### src/rtl/ra_search_ctrl.sv
// Spare-allocation candidate search sequencer.
// Walks the spare-selection generator one candidate at a time, offers each candidate to the
// fault-coverage analyzer over valid/ready, and stops on the first pass, on exhaustion or on
// an analyzer timeout. All outputs are registered and change together with the state.
module ra_search_ctrl #(
  parameter int unsigned CNT_W       = 9,
  parameter int unsigned MAX_CAND    = 420,
  parameter int unsigned TIMEOUT_CYC = 255
) (
  input  logic             clk,
  input  logic             rst,
  input  logic             start,
  input  logic [1:0]       spare_struct_type,
  output logic             gen_rst,
  output logic             gen_step,
  input  logic [7:0]       gen_dsss,
  input  logic [3:0]       gen_rlss,
  input  logic             gen_last,
  output logic             ana_valid,
  output logic [7:0]       ana_dsss,
  output logic [3:0]       ana_rlss,
  input  logic             ana_ready,
  input  logic             ana_resp_valid,
  input  logic             ana_pass,
  output logic             busy,
  output logic             done,
  output logic             found,
  output logic             err,
  output logic [CNT_W-1:0] cand_cnt,
  output logic [7:0]       best_dsss,
  output logic [3:0]       best_rlss
);

  localparam int unsigned ToW = (TIMEOUT_CYC < 2) ? 1 : $clog2(TIMEOUT_CYC + 1);
  localparam logic [CNT_W-1:0] MaxCand = CNT_W'(MAX_CAND);

  typedef enum logic [2:0] {
    StIdle,
    StInit,
    StLoad,
    StIssue,
    StWait,
    StNext,
    StDone
  } state_e;

  state_e           state_q, state_d;
  logic [1:0]       type_q, type_d;
  logic             last_q, last_d;
  logic [ToW-1:0]   to_cnt_q, to_cnt_d;
  logic             gen_rst_q, gen_rst_d;
  logic             gen_step_q, gen_step_d;
  logic             ana_valid_q, ana_valid_d;
  logic [7:0]       ana_dsss_q, ana_dsss_d;
  logic [3:0]       ana_rlss_q, ana_rlss_d;
  logic             busy_q, busy_d;
  logic             done_q, done_d;
  logic             found_q, found_d;
  logic             err_q, err_d;
  logic [CNT_W-1:0] cand_cnt_q, cand_cnt_d;
  logic [7:0]       best_dsss_q, best_dsss_d;
  logic [3:0]       best_rlss_q, best_rlss_d;

  logic [CNT_W-1:0] cand_inc;
  logic             to_expired;

  // Saturating response count and timeout detection for the current WAIT cycle.
  always_comb begin
    cand_inc   = (cand_cnt_q >= MaxCand) ? cand_cnt_q : cand_cnt_q + CNT_W'(1);
    to_expired = ((32'(to_cnt_q) + 32'd1) >= TIMEOUT_CYC);
  end

  // Next-state and registered-output computation; pulses default low every cycle.
  always_comb begin
    state_d     = state_q;
    type_d      = type_q;
    last_d      = last_q;
    to_cnt_d    = to_cnt_q;
    gen_rst_d   = 1'b0;
    gen_step_d  = 1'b0;
    ana_valid_d = 1'b0;
    ana_dsss_d  = ana_dsss_q;
    ana_rlss_d  = ana_rlss_q;
    busy_d      = busy_q;
    done_d      = 1'b0;
    found_d     = found_q;
    err_d       = err_q;
    cand_cnt_d  = cand_cnt_q;
    best_dsss_d = best_dsss_q;
    best_rlss_d = best_rlss_q;

    unique case (state_q)
      StIdle: begin
        if (start) begin
          found_d     = 1'b0;
          err_d       = 1'b0;
          cand_cnt_d  = '0;
          best_dsss_d = '0;
          best_rlss_d = '0;
          busy_d      = 1'b1;
          if (spare_struct_type == 2'b00) begin
            // Invalid structure type: report straight away, generator untouched.
            err_d   = 1'b1;
            done_d  = 1'b1;
            state_d = StDone;
          end else begin
            type_d    = spare_struct_type;
            gen_rst_d = 1'b1;
            state_d   = StInit;
          end
        end
      end

      StInit: begin
        // Generator output becomes valid in LOAD, one cycle after the reset pulse.
        state_d = StLoad;
      end

      StLoad: begin
        ana_dsss_d  = gen_dsss;
        ana_rlss_d  = (type_q == 2'b11) ? gen_rlss : 4'b0000;
        last_d      = gen_last;
        ana_valid_d = 1'b1;
        state_d     = StIssue;
      end

      StIssue: begin
        if (ana_ready) begin
          to_cnt_d = '0;
          state_d  = StWait;
        end else begin
          ana_valid_d = 1'b1;
        end
      end

      StWait: begin
        to_cnt_d = to_cnt_q + ToW'(1);
        if (ana_resp_valid) begin
          cand_cnt_d = cand_inc;
          if (ana_pass) begin
            found_d     = 1'b1;
            best_dsss_d = ana_dsss_q;
            best_rlss_d = ana_rlss_q;
            done_d      = 1'b1;
            state_d     = StDone;
          end else if (last_q || (cand_inc == MaxCand)) begin
            done_d  = 1'b1;
            state_d = StDone;
          end else begin
            gen_step_d = 1'b1;
            state_d    = StNext;
          end
        end else if (to_expired) begin
          // Analyzer never answered: abort without counting this candidate.
          err_d   = 1'b1;
          found_d = 1'b0;
          done_d  = 1'b1;
          state_d = StDone;
        end
      end

      StNext: begin
        state_d = StLoad;
      end

      StDone: begin
        busy_d  = 1'b0;
        state_d = StIdle;
      end

      default: begin
        state_d = StIdle;
      end
    endcase
  end

  // Single state/output register bank with synchronous reset.
  always_ff @(posedge clk) begin
    if (rst) begin
      state_q     <= StIdle;
      type_q      <= 2'b00;
      last_q      <= 1'b0;
      to_cnt_q    <= '0;
      gen_rst_q   <= 1'b0;
      gen_step_q  <= 1'b0;
      ana_valid_q <= 1'b0;
      ana_dsss_q  <= '0;
      ana_rlss_q  <= '0;
      busy_q      <= 1'b0;
      done_q      <= 1'b0;
      found_q     <= 1'b0;
      err_q       <= 1'b0;
      cand_cnt_q  <= '0;
      best_dsss_q <= '0;
      best_rlss_q <= '0;
    end else begin
      state_q     <= state_d;
      type_q      <= type_d;
      last_q      <= last_d;
      to_cnt_q    <= to_cnt_d;
      gen_rst_q   <= gen_rst_d;
      gen_step_q  <= gen_step_d;
      ana_valid_q <= ana_valid_d;
      ana_dsss_q  <= ana_dsss_d;
      ana_rlss_q  <= ana_rlss_d;
      busy_q      <= busy_d;
      done_q      <= done_d;
      found_q     <= found_d;
      err_q       <= err_d;
      cand_cnt_q  <= cand_cnt_d;
      best_dsss_q <= best_dsss_d;
      best_rlss_q <= best_rlss_d;
    end
  end

  assign gen_rst   = gen_rst_q;
  assign gen_step  = gen_step_q;
  assign ana_valid = ana_valid_q;
  assign ana_dsss  = ana_dsss_q;
  assign ana_rlss  = ana_rlss_q;
  assign busy      = busy_q;
  assign done      = done_q;
  assign found     = found_q;
  assign err       = err_q;
  assign cand_cnt  = cand_cnt_q;
  assign best_dsss = best_dsss_q;
  assign best_rlss = best_rlss_q;

endmodule

### config.mk
export PLATFORM = sky130hd
export DESIGN_NAME = ra_search_ctrl
export DESIGN_NICKNAME = d
export VERILOG_FILES = /design/src/rtl/ra_search_ctrl.sv
export SDC_FILE = /design/constraint.sdc
export NUM_CORES = 1
export LEC_CHECK = 0
export CAP_MARGIN = 0
export CORE_AREA = 2 2 71 73
export CTS_BUF_LIST = sky130_fd_sc_hd__clkbuf_4 sky130_fd_sc_hd__clkbuf_8
export DETAILED_ROUTE_END_ITERATION = 8
export DIE_AREA = 0 0 73 75
export GPL_TIMING_DRIVEN = 0
export HOLD_SLACK_MARGIN = 0.15
export PLACE_DENSITY = 0.84
export SLEW_MARGIN = 20
export SYNTH_ARGS = -nofsm -noshare
export SYNTH_HDL_FRONTEND = slang
export SYNTH_SLANG_ARGS = --single-unit
### constraint.sdc
create_clock -name clk -period 5.4 [get_ports clk]
set_input_delay 0.54 -clock clk [delete_from_list [all_inputs] [get_ports clk]]
set_output_delay 0.54 -clock clk [all_outputs]
set_load 0.05 [all_outputs]
==> qor.csv, run 1 <==
stage,metric,value,unit
outcome,status,"finished, final reports clean",
timing,Fin Hold WS,0.4550,ns
timing,Slew HR,25.65,%
timing,Slew Limit Fails,0,
layout,fraction of layout cells with a size suffix above 1,6.835,%
worst_setup_path,Startpoint Class,primary input,
yosys,sequential area share after synthesis,42.69,%
timing,Fin. Hold Viols,0,
worst_setup_path,CP Max Fanout,10,
floorplanning,Chip Height,75,um
cts,H-Tree Depth,2,
drt,detailed-router iteration count before antenna repair,4,
worst_setup_path,worst path arrival time,2.70,ns
cts,CTS root buf,clkbuf_8,
cts,clk sinks,54,
global_routing,largest net degree at the start of global routing,18,
timing,final worst-path cycle share,46.66,%
yosys,cells after synthesis,328,
cts,CTS Buffer Depth,2,
timing,Clock Skew,0.006886,ns
yosys,Post-Syn Area per Cell,7.721,um^2
timing,Final TNS setup,0,ns
timing,Fmax,396.9,MHz
yosys,top cell type's share of synthesized area,42.69,%
yosys,synthesized cell area,2532,um^2
worst_setup_path,CP max stage delay,0.91,ns
floorplanning,core box area,4661,um^2
worst_setup_path,CP dominant cell by count,a21oi_1,
place,Placer Congestion,0.8778,
power_and_ir_drop,maximum VDD drop,0.1853,mV
floorplanning,num rows,25,
cts,"Hold-fix buffers, CTS",0,
drt,DR DRC count,0,
worst_setup_path,Worst Setup End Kind,flip-flop,
drt,DR vias,2616,
power_and_ir_drop,Power per Cell Area,267.6,nW/um^2
layout,Final nets,419,
drt,1st-iter DRT viols,185,
floorplanning,initial core utilization,54.34,%
layout,"commonest non-fill, non-tap cell in the layout",nand2_1,
drt,vias per inst,5.826,
cts,post-cts sizing count,0,
worst_setup_path,CP max-delay cell,nor4b_1,
worst_setup_path,cells along the critical path,clkdlybuf4s50_1 -> nor4b_1 -> a21oi_1 -> clkbuf_1 -> nand2_1 -> a21oi_1,
floorplanning,I/O Pins,61,
power_and_ir_drop,Leakage,0.001117,uW
floorplanning,Die ar.,5475,um^2
floorplanning,chip width,73,um
global_routing,first-pass GRT wire length,10260,um
flow_run,max cap viols,0,
drt,antenna-violating nets left,0,
yosys,cell taking the most area after synthesis,dfxtp_1,
cts,CTS Buf Count,5,
cts,"CTS clk-pin slew, worst paths",0.10,ns
place,port bufs,59,
timing,RSZ-0062 raised after global routing,false,
layout,antenna cells,0,
global_routing,Total GRT Usage,23.73,%
cts,setup bufs post-CTS,0,
global_routing,initial antenna violation count,0,
drt,DRT Wirelength,6504,um
cts,clk_lat worst skew,0.31,ns
yosys,Ys Warns,0,
timing,Final setup viols,0,
layout,"commonest non-fill, non-tap cells in the layout","68 x nand2_1, 59 x clkdlybuf4s50_1, 54 x dfxtp_1",
yosys,Synth area leaders,"dfxtp_1 43%, nand2_1 10%, a21oi_1 9.5%",
place,HPWL after DPL,4700,um
worst_setup_path,Required @ worst endpoint,5.58,ns
global_routing,total grt overflow,0,
global_routing,number of global-route vias before repair,2235,
layout,FILL cells,396,
timing,min Tclk post-route,2.520,ns
yosys,syn nets,353,
yosys,Synth cell types,48,
layout,synthesis-to-finish area growth,29.89,%
worst_setup_path,path type of the worst setup path,in2reg,
cts,CTS tree,built,
yosys,post-synthesis register bit count,54,
drt,Routed wire per std cell,14.49,um
timing,Slew @ Worst Pin,1.100,ns
hold_path,Hold Path Class,reg2reg,
metrics by stage:
step                util, %  std cells  setup WS, ns  instance area, um^2  total power [uW]
floorplan                 -        328         3.150                 2532             570.8
global placement      68.46        441         2.645                 3191             636.5
detailed placement    68.46        441         2.568                 3191             639.4
CTS                   70.58        449         2.894                 3289             877.6
global route          70.58        449         2.689                 3289             916.2
finish                70.58        449         2.880                 3289             880.2
cell type report:
cell class | count | area, um^2 | share of cell area [%]
plain buffers | 22 | 96.34 | 2.929
clock buffers | 6 | 82.58 | 2.510
clock inverters | 2 | 16.27 | 0.4945
inverters | 4 | 15.01 | 0.4564
multi-input cells | 248 | 1340 | 40.74
flip-flops and latches | 54 | 1081 | 32.86
well taps | 54 | 67.56 | 2.054
repair buffers | 59 | 590.6 | 17.95
logic make-up after synthesis:
group           after synthesis  share of synthesized area (%)
flops                        54                          42.69
simple gates                152                          28.26
compound gates               89                          21.64
xor+xnor                      3                          1.038
buf+inv                      26                          4.397
fa+ha+maj                     4                          1.976
layer usage:
metal / vias up / part of all wire, % / wire length [um] / GRT usage, %
met5: - / 0 / 0 / 0
met4: 0 / 1.7 / 110 / 8.848
met3: 10 / 6.8 / 444 / 3.213
met2: 98 / 47 / 3049 / 37.54
met1: 1214 / 45 / 2900 / 33.22
li1: 1294 / - / - / -
critical path, delay by kind of cell:
family | cells | cell delay, ns
compound gates | 2 | 0.25
simple gates | 2 | 1.05
buf+inv | 2 | 0.86
cell usage after synthesis (all sizes together):
cell and instances:
a41oi 1, or4 3, or3b 2, dfxtp 54, a31o 1, or4b 2
o2111ai 1, o211ai 2, o32ai 1, a22oi 1, a211oi 1, nand2b 2
o31ai 3, and2 3, o22ai 1, nand3b 1, a221o 1, and3 3
o211a 2, nor4 3, nand3 18, inv 4, nor2b 1, xnor2 2
clkbuf 13, o22a 1, a21o 2, nand4 8, nand2 68, a31oi 4
o21ai 12, buf 9, nor2 30, xor2 1, o31a 1, a21oi 48
nand4b 1, ha 4, nor4b 1, a311oi 6, nor3 5, nor3b 1
registers in the layout, indices dropped and copies added, names as in the netlist:
name,flops
cand_cnt,9
ana_dsss,8
best_dsss,8
to_cnt_q,8
ana_rlss,4
best_rlss,4
state_q,3
type_q,2
ana_valid,1
busy,1
done,1
err,1
found,1
gen_rst,1
gen_step,1
last_q,1
power breakdown:
part / internal [uW] / total, uW / switching, uW
Combinational: 65.3 / 202 / 136
Clock: 106 / 248 / 142
Sequential: 417 / 431 / 13.9
path summary, 6_finish.rpt:
path,cells after the start,slack [ns],end,start
setup / recovery,6,2.88,best_dsss[0]$_SDFFE_PP0P_,start
hold / removal,2,0.46,best_rlss[1]$_SDFFE_PP0P_,best_rlss[1]$_SDFFE_PP0P_
setup reg to reg,7,3.11,done$_SDFF_PP0_,to_cnt_q[0]$_SDFFE_PP0P_
hold reg to reg,2,0.46,best_rlss[1]$_SDFFE_PP0P_,best_rlss[1]$_SDFFE_PP0P_
Power figures use the tool's default switching activity.
==> run 2: changes to the inputs <==
CORE_AREA = 2 2 74 76   (was 2 2 71 73)
DIE_AREA = 0 0 76 78   (was 0 0 73 75)
PLACE_DENSITY = 0.78   (was 0.84)
clock period = 2.5 ns   (was 5.4 ns; I/O delays follow)
==> qor.csv, run 2 (synthesized netlist as in run 1, its figures left out) <==
stage,metric,value,unit,change
layout,"commonest non-fill, non-tap cell in the layout",nand2_1,,
cts,H-Tree Depth,2,,unchanged
cts,CTS tree,built,,
layout,antenna cells,0,,unchanged
global_routing,total grt overflow,0,,unchanged
drt,detailed-router iteration count before antenna repair,4,,unchanged
place,HPWL after DPL,4824,um,+2.6%
timing,Slew Limit Fails,0,,unchanged
global_routing,Total GRT Usage,22.41,%,-1.3 points
global_routing,first-pass GRT wire length,10890,um,+6.1%
worst_setup_path,worst path arrival time,2.42,ns,-0.28 ns
layout,final std cells w/o fill,465,,+3.6%
cts,CTS Buf Count,5,,unchanged
worst_setup_path,path type of the worst setup path,reg2reg,,
timing,Fin. Hold Viols,0,,unchanged
worst_setup_path,CP max stage delay,0.92,ns,about the same
layout,Final nets,419,,unchanged
place,Placement Setup Slack,-0.006007,ns,-2.574 ns
global_routing,GR Util met3,5.698,%,+2.5 points
timing,min Tclk post-route,2.245,ns,
worst_setup_path,r2r setup slk,0.26,ns,-2.85 ns
cts,"CTS clk-pin slew, worst paths",0.11,ns,about the same
hold_path,Worst Hold Launch,rst,,
floorplanning,chip width,76,um,+4.1%
global_routing,busiest layer in global routing,met2,,
power_and_ir_drop,maximum VDD drop,0.4157,mV,+120%
place,Placed Cells,457,,+3.6%
drt,1st-iter DRT viols,153,,-17%
timing,Fmax,445.4,MHz,
cts,clk sinks,54,,unchanged
worst_setup_path,critical path buffer and inverter count,2,,unchanged
cts,"Hold-fix buffers, CTS",0,,unchanged
power_and_ir_drop,Power per Cell Area,593.5,nW/um^2,+120%
place,DP Area,3211,um^2,+0.63%
floorplanning,Chip Height,78,um,+4.0%
timing,Final setup viols,0,,unchanged
drt,Routed wire per std cell,14.19,um,-2.0%
timing,Slew @ Worst Pin,1.050,ns,-0.04936 ns
layout,max reg flops,9,,unchanged
cts,clk_lat worst skew,0.30,ns,about the same
global_routing,largest net degree at the start of global routing,19,,+1
hold_path,Worst Hold End,err$_SDFFE_PP0P_,,
worst_setup_path,"Largest delay share family, worst path",simple AND/OR/NAND/NOR gates,,
drt,DR DRC count,0,,unchanged
cts,CTS Buffer Depth,2,,unchanged
drt,vias per inst,5.548,,-4.8%
global_routing,initial antenna violation count,0,,unchanged
drt,DR vias,2580,,-1.4%
timing,Slew HR,28.99,%,+3.3 points
flow_run,max cap viols,0,,unchanged
hold_path,Hold Path Class,in2reg,,
floorplanning,num rows,26,,+4.0%
layout,synthesis-to-finish area growth,31.42,%,
place,Placer Congestion,0.8807,,+0.33%
worst_setup_path,CP max-delay cell,nor4b_1,,
floorplanning,I/O Pins,61,,unchanged
global_routing,number of global-route vias before repair,2325,,+4.0%
global_routing,grt met2 use,36.70,%,-0.84 points
timing,Setup WS post-layout,0.2551,ns,-2.625 ns
cts,post-cts sizing count,0,,unchanged
timing,RSZ-0062 raised after global routing,false,,
worst_setup_path,reg2reg end,best_rlss[3]$_SDFFE_PP0P_,,
layout,FILL cells,439,,+11%
outcome,status,"finished, final reports clean",,
worst_setup_path,CP Max Fanout,10,,unchanged
global_routing,routing usage on met1,29.47,%,-3.8 points
drt,antenna-violating nets left,0,,unchanged
floorplanning,core box area,5042,um^2,+8.2%
timing,Clock Skew,0.01030,ns,+0.003410 ns
cts,setup bufs post-CTS,0,,unchanged
layout,"commonest non-fill, non-tap cells in the layout","68 x nand2_1, 59 x clkdlybuf4s50_1, 54 x dfxtp_1",,
power_and_ir_drop,Leakage,0.001126,uW,+0.76%
worst_setup_path,Required @ worst endpoint,2.67,ns,-2.91 ns
layout,register area,1081,um^2,unchanged
layout,multi-input logic area,1340,um^2,unchanged
worst_setup_path,worst reg2reg path depth,6,,-1
worst_setup_path,Worst Setup End Kind,flip-flop,,
place,port bufs,59,,unchanged
drt,DRT Wirelength,6600,um,+1.5%
floorplanning,initial core utilization,50.22,%,-4.1 points
hold_path,hold path cells,3,,+1
worst_setup_path,cells along the critical path,buf_2 -> nor4b_1 -> a21oi_1 -> clkbuf_1 -> nand2_1 -> a21oi_1,,
worst_setup_path,Reg2Reg Launch Point,state_q[0]$_SDFFE_PP0P_,,
cts,CTS root buf,clkbuf_8,,
timing,final worst-path cycle share,89.80,%,
worst_setup_path,Startpoint Class,flip-flop,,
worst_setup_path,CP startpoint,state_q[0]$_SDFFE_PP0P_,,
layout,cell area after layout,3328,um^2,+1.2%
worst_setup_path,CP dominant cell by count,a21oi_1,,
floorplanning,Die ar.,5928,um^2,+8.3%
layout,fraction of layout cells with a size suffix above 1,6.835,%,unchanged
==> run 2: cell count changes in the layout (fill, tap and decap cells not counted) <==
cell / change
bufinv_16: +1
clkbuf_8: -1
inv_6: -1
inv_8: +1
==> run 2: power breakdown <==
| group | internal [uW] | switching (uW) | leakage (uW) |
|---|---|---|---|
| sequential | 900 | 30.4 | 0.000437 |
| clock | 305 | 300 | 0.0000563 |
| combinational | 141 | 298 | 0.000632 |
| total | 1350 | 629 | 0.00113 |
==> run 2: metrics by stage <==
step / hold WS, ns / util, % / setup TNS [ns] / power, uW
3_5_place_dp: 0.4460 / 63.67 / -0.006007 / 1388
3_3_place_gp: 0.4426 / 63.67 / -0.2167 / 1383
4_1_cts: 0.4377 / 66.01 / 0 / 1984
6_report: 0.4457 / 66.01 / 0 / 1975
5_1_grt: 0.4830 / 66.01 / 0 / 2064
2_1_floorplan: 0.3417 / - / 0 / 1233
==> run 2: worst max path at each step <==
stage                                      to  slack [ns]  cells past startpoint
global placement    best_dsss[0]$_SDFFE_PP0P_       -0.03                      6
global route                  done$_SDFF_PP0_        0.16                      7
detailed placement  best_rlss[2]$_SDFFE_PP0P_      -0.006                      6
floorplan                     done$_SDFF_PP0_        0.25                      7
finish              best_rlss[3]$_SDFFE_PP0P_        0.26                      6
CTS                 best_rlss[2]$_SDFFE_PP0P_        0.28                      6
==> run 2: metal layers <==
| layer | vias up | part of all wire (%) |
|---|---|---|
| met1 | 1200 | 44 |
| met2 | 85 | 47 |
| li1 | 1289 | - |
| met5 | - | 0 |
| met4 | 0 | 0.77 |
| met3 | 6 | 8.7 |
==> run 2: cell type report <==
cell class,count,share of cell area [%]
multi-input combinational,248,40.26
tap,70,2.632
buffer,22,2.895
timing repair buffer,59,17.74
clock inverter,3,1.466
sequential,54,32.48
inverter,4,0.4511
clock buffer,5,2.068
==> run 2: tightest hold or removal path: cells and delay by family <==
family	cells	cell delay, ns
compound gates	1	0.12
simple gates	1	0.15
buf+inv	1	0.20
==> run 3: changes to the inputs <==
REMOVE_ABC_BUFFERS = 1   (was unset)
==> qor.csv, run 3 (synthesized netlist as in run 1, its figures left out) <==
stage,metric,value,unit,change
outcome,status,"finished, final reports clean",,
cts,clk_lat worst skew,0.30,ns,about the same
timing,Setup WS post-layout,0.1928,ns,-0.06228 ns
layout,synthesis-to-finish area growth,30.19,%,
cts,CTS tree,built,,
layout,FILL cells,447,,+1.8%
cts,clk sinks,54,,unchanged
drt,1st-iter DRT viols,121,,-21%
place,port bufs,60,,+1.7%
floorplanning,core box area,5042,um^2,unchanged
timing,Clock Skew,0.008554,ns,-0.001742 ns
timing,final worst-path cycle share,92.29,%,+2.5 points
drt,DRT Wirelength,6410,um,-2.9%
drt,detailed-router iteration count before antenna repair,5,,+1
place,Placer Congestion,0.8394,,-4.7%
timing,Fmax,433.4,MHz,-2.7%
global_routing,number of global-route vias before repair,2278,,-2.0%
worst_setup_path,worst reg2reg path depth,6,,unchanged
worst_setup_path,path type of the worst setup path,reg2reg,,
worst_setup_path,CP max-delay cell,or4b_2,,
layout,cell area after layout,3297,um^2,-0.94%
floorplanning,Die ar.,5928,um^2,unchanged
floorplanning,initial core utilization,50.22,%,unchanged
worst_setup_path,Required @ worst endpoint,2.67,ns,about the same
global_routing,first-pass GRT wire length,10570,um,-2.9%
layout,antenna cells,0,,unchanged
timing,Fin. Hold Viols,0,,unchanged
drt,vias per inst,5.653,,+1.9%
worst_setup_path,CP max stage delay,0.64,ns,-0.28 ns
layout,Final nets,401,,-4.3%
cts,CTS Buf Count,5,,unchanged
timing,RSZ-0062 raised after global routing,false,,
global_routing,initial antenna violation count,0,,unchanged
timing,Slew Limit Fails,0,,unchanged
worst_setup_path,worst path arrival time,2.48,ns,+0.06 ns
cts,CTS root buf,clkbuf_8,,
cts,H-Tree Depth,2,,unchanged
floorplanning,num rows,26,,unchanged
drt,antenna-violating nets left,0,,unchanged
timing,Final setup viols,0,,unchanged
cts,"CTS clk-pin slew, worst paths",0.09,ns,-0.02 ns
layout,"commonest non-fill, non-tap cells in the layout","68 x nand2_1, 59 x clkdlybuf4s50_1, 54 x dfxtp_1",,
worst_setup_path,Worst Setup End Kind,flip-flop,,
global_routing,Total GRT Usage,21.64,%,-0.77 points
drt,DR vias,2527,,-2.1%
layout,"commonest non-fill, non-tap cell in the layout",nand2_1,,
global_routing,total grt overflow,0,,unchanged
place,DP Area,3153,um^2,-1.8%
floorplanning,chip width,76,um,unchanged
timing,Final TNS setup,0,ns,unchanged
drt,Routed wire per std cell,14.34,um,+1.0%
hold_path,hold path cells,2,,-1
timing,Slew @ Worst Pin,0.8939,ns,-0.1565 ns
worst_setup_path,Startpoint Class,flip-flop,,
power_and_ir_drop,Power per Cell Area,593.1,nW/um^2,about the same
worst_setup_path,cells along the critical path,nor3b_4 -> and2_1 -> nand2_1 -> or4b_2 -> o21ai_0 -> nor3_1,,
power_and_ir_drop,Leakage,0.001089,uW,-3.2%
hold_path,Hold Path Class,in2reg,,
worst_setup_path,"Largest delay share family, worst path",simple AND/OR/NAND/NOR gates,,
flow_run,max cap viols,0,,unchanged
worst_setup_path,CP Max Fanout,13,,+3
global_routing,largest net degree at the start of global routing,30,,+11
worst_setup_path,WP depth,6,,unchanged
drt,DR DRC count,0,,unchanged
power_and_ir_drop,"Power, Total",1955,uW,-1.0%
cts,CTS Buffer Depth,2,,unchanged
layout,max reg flops,9,,unchanged
timing,Slew HR,40.14,%,+11 points
power_and_ir_drop,maximum VDD drop,0.2628,mV,-37%
floorplanning,Chip Height,78,um,unchanged
timing,min Tclk post-route,2.307,ns,+0.06228 ns
layout,fraction of layout cells with a size suffix above 1,6.366,%,-0.47 points
cts,"Hold-fix buffers, CTS",0,,unchanged
timing,Fin Hold WS,0.4161,ns,-0.02964 ns
place,Placement Setup Slack,-0.3901,ns,-0.3841 ns
place,HPWL after DPL,4354,um,-9.7%
floorplanning,I/O Pins,61,,unchanged
worst_setup_path,critical path buffer and inverter count,0,,-2
==> run 3: cell count changes in the layout (fill, tap and decap cells not counted), sizes merged <==
cell	delta
inv	-1
buf	-6
clkbuf	-12
nor3b	+1
==> run 3: timing repair <==
action                                  4_1_cts  5_1_grt
setup buffers                                 1        0
resized for setup                             0        1
gates cloned                                  1        0
endpoints found under the setup margin       13        4
==> run 3: worst paths after layout <==
check	from	end	slack [ns]
worst max register to register	state_q[2]$_SDFFE_PP0P_	cand_cnt[7]$_SDFFE_PP0P_	0.19
worst max-delay path	state_q[2]$_SDFFE_PP0P_	cand_cnt[7]$_SDFFE_PP0P_	0.19
worst min-delay path	rst	cand_cnt[3]$_SDFFE_PP0P_	0.42
worst min register to register	best_dsss[6]$_SDFFE_PP0P_	best_dsss[6]$_SDFFE_PP0P_	0.46
==> run 3: report_power, final <==
group	switching [uW]	total (uW)	internal [uW]	leakage [uW]
Sequential	54.7	955	900	0.000437
Clock	278	588	310	0.0000548
Combinational	274	413	139	0.000597
Total	606	1960	1350	0.00109
==> run 3: per-stage QoR <==
| stage | utilization [%] | std cells |
|---|---|---|
| 3_3_place_gp | 61.96 | 436 |
| 2_1_floorplan | - | 306 |
| 5_1_grt | 65.38 | 447 |
| 4_1_cts | 65.19 | 447 |
| 6_report | 65.38 | 447 |
| 3_5_place_dp | 62.53 | 437 |
==> run 3: area by class of cell <==
type | count | area [um^2] | share of cell area, %
Timing Repair Buffer | 62 | 630.6 | 19.13
Tap cell | 70 | 87.58 | 2.657
Sequential cell | 54 | 1081 | 32.79
Multi-Input combinational cell | 249 | 1369 | 41.52
Clock buffer | 6 | 76.32 | 2.315
Clock inverter | 2 | 37.54 | 1.139
Inverter | 4 | 15.01 | 0.4554
==> run 3: routing by layer <==
metal	global-route usage, %	routed length (um)
met1	27.26	2797
met2	37.32	3145
met3	4.535	394
met4	6.727	72
met5	0	0
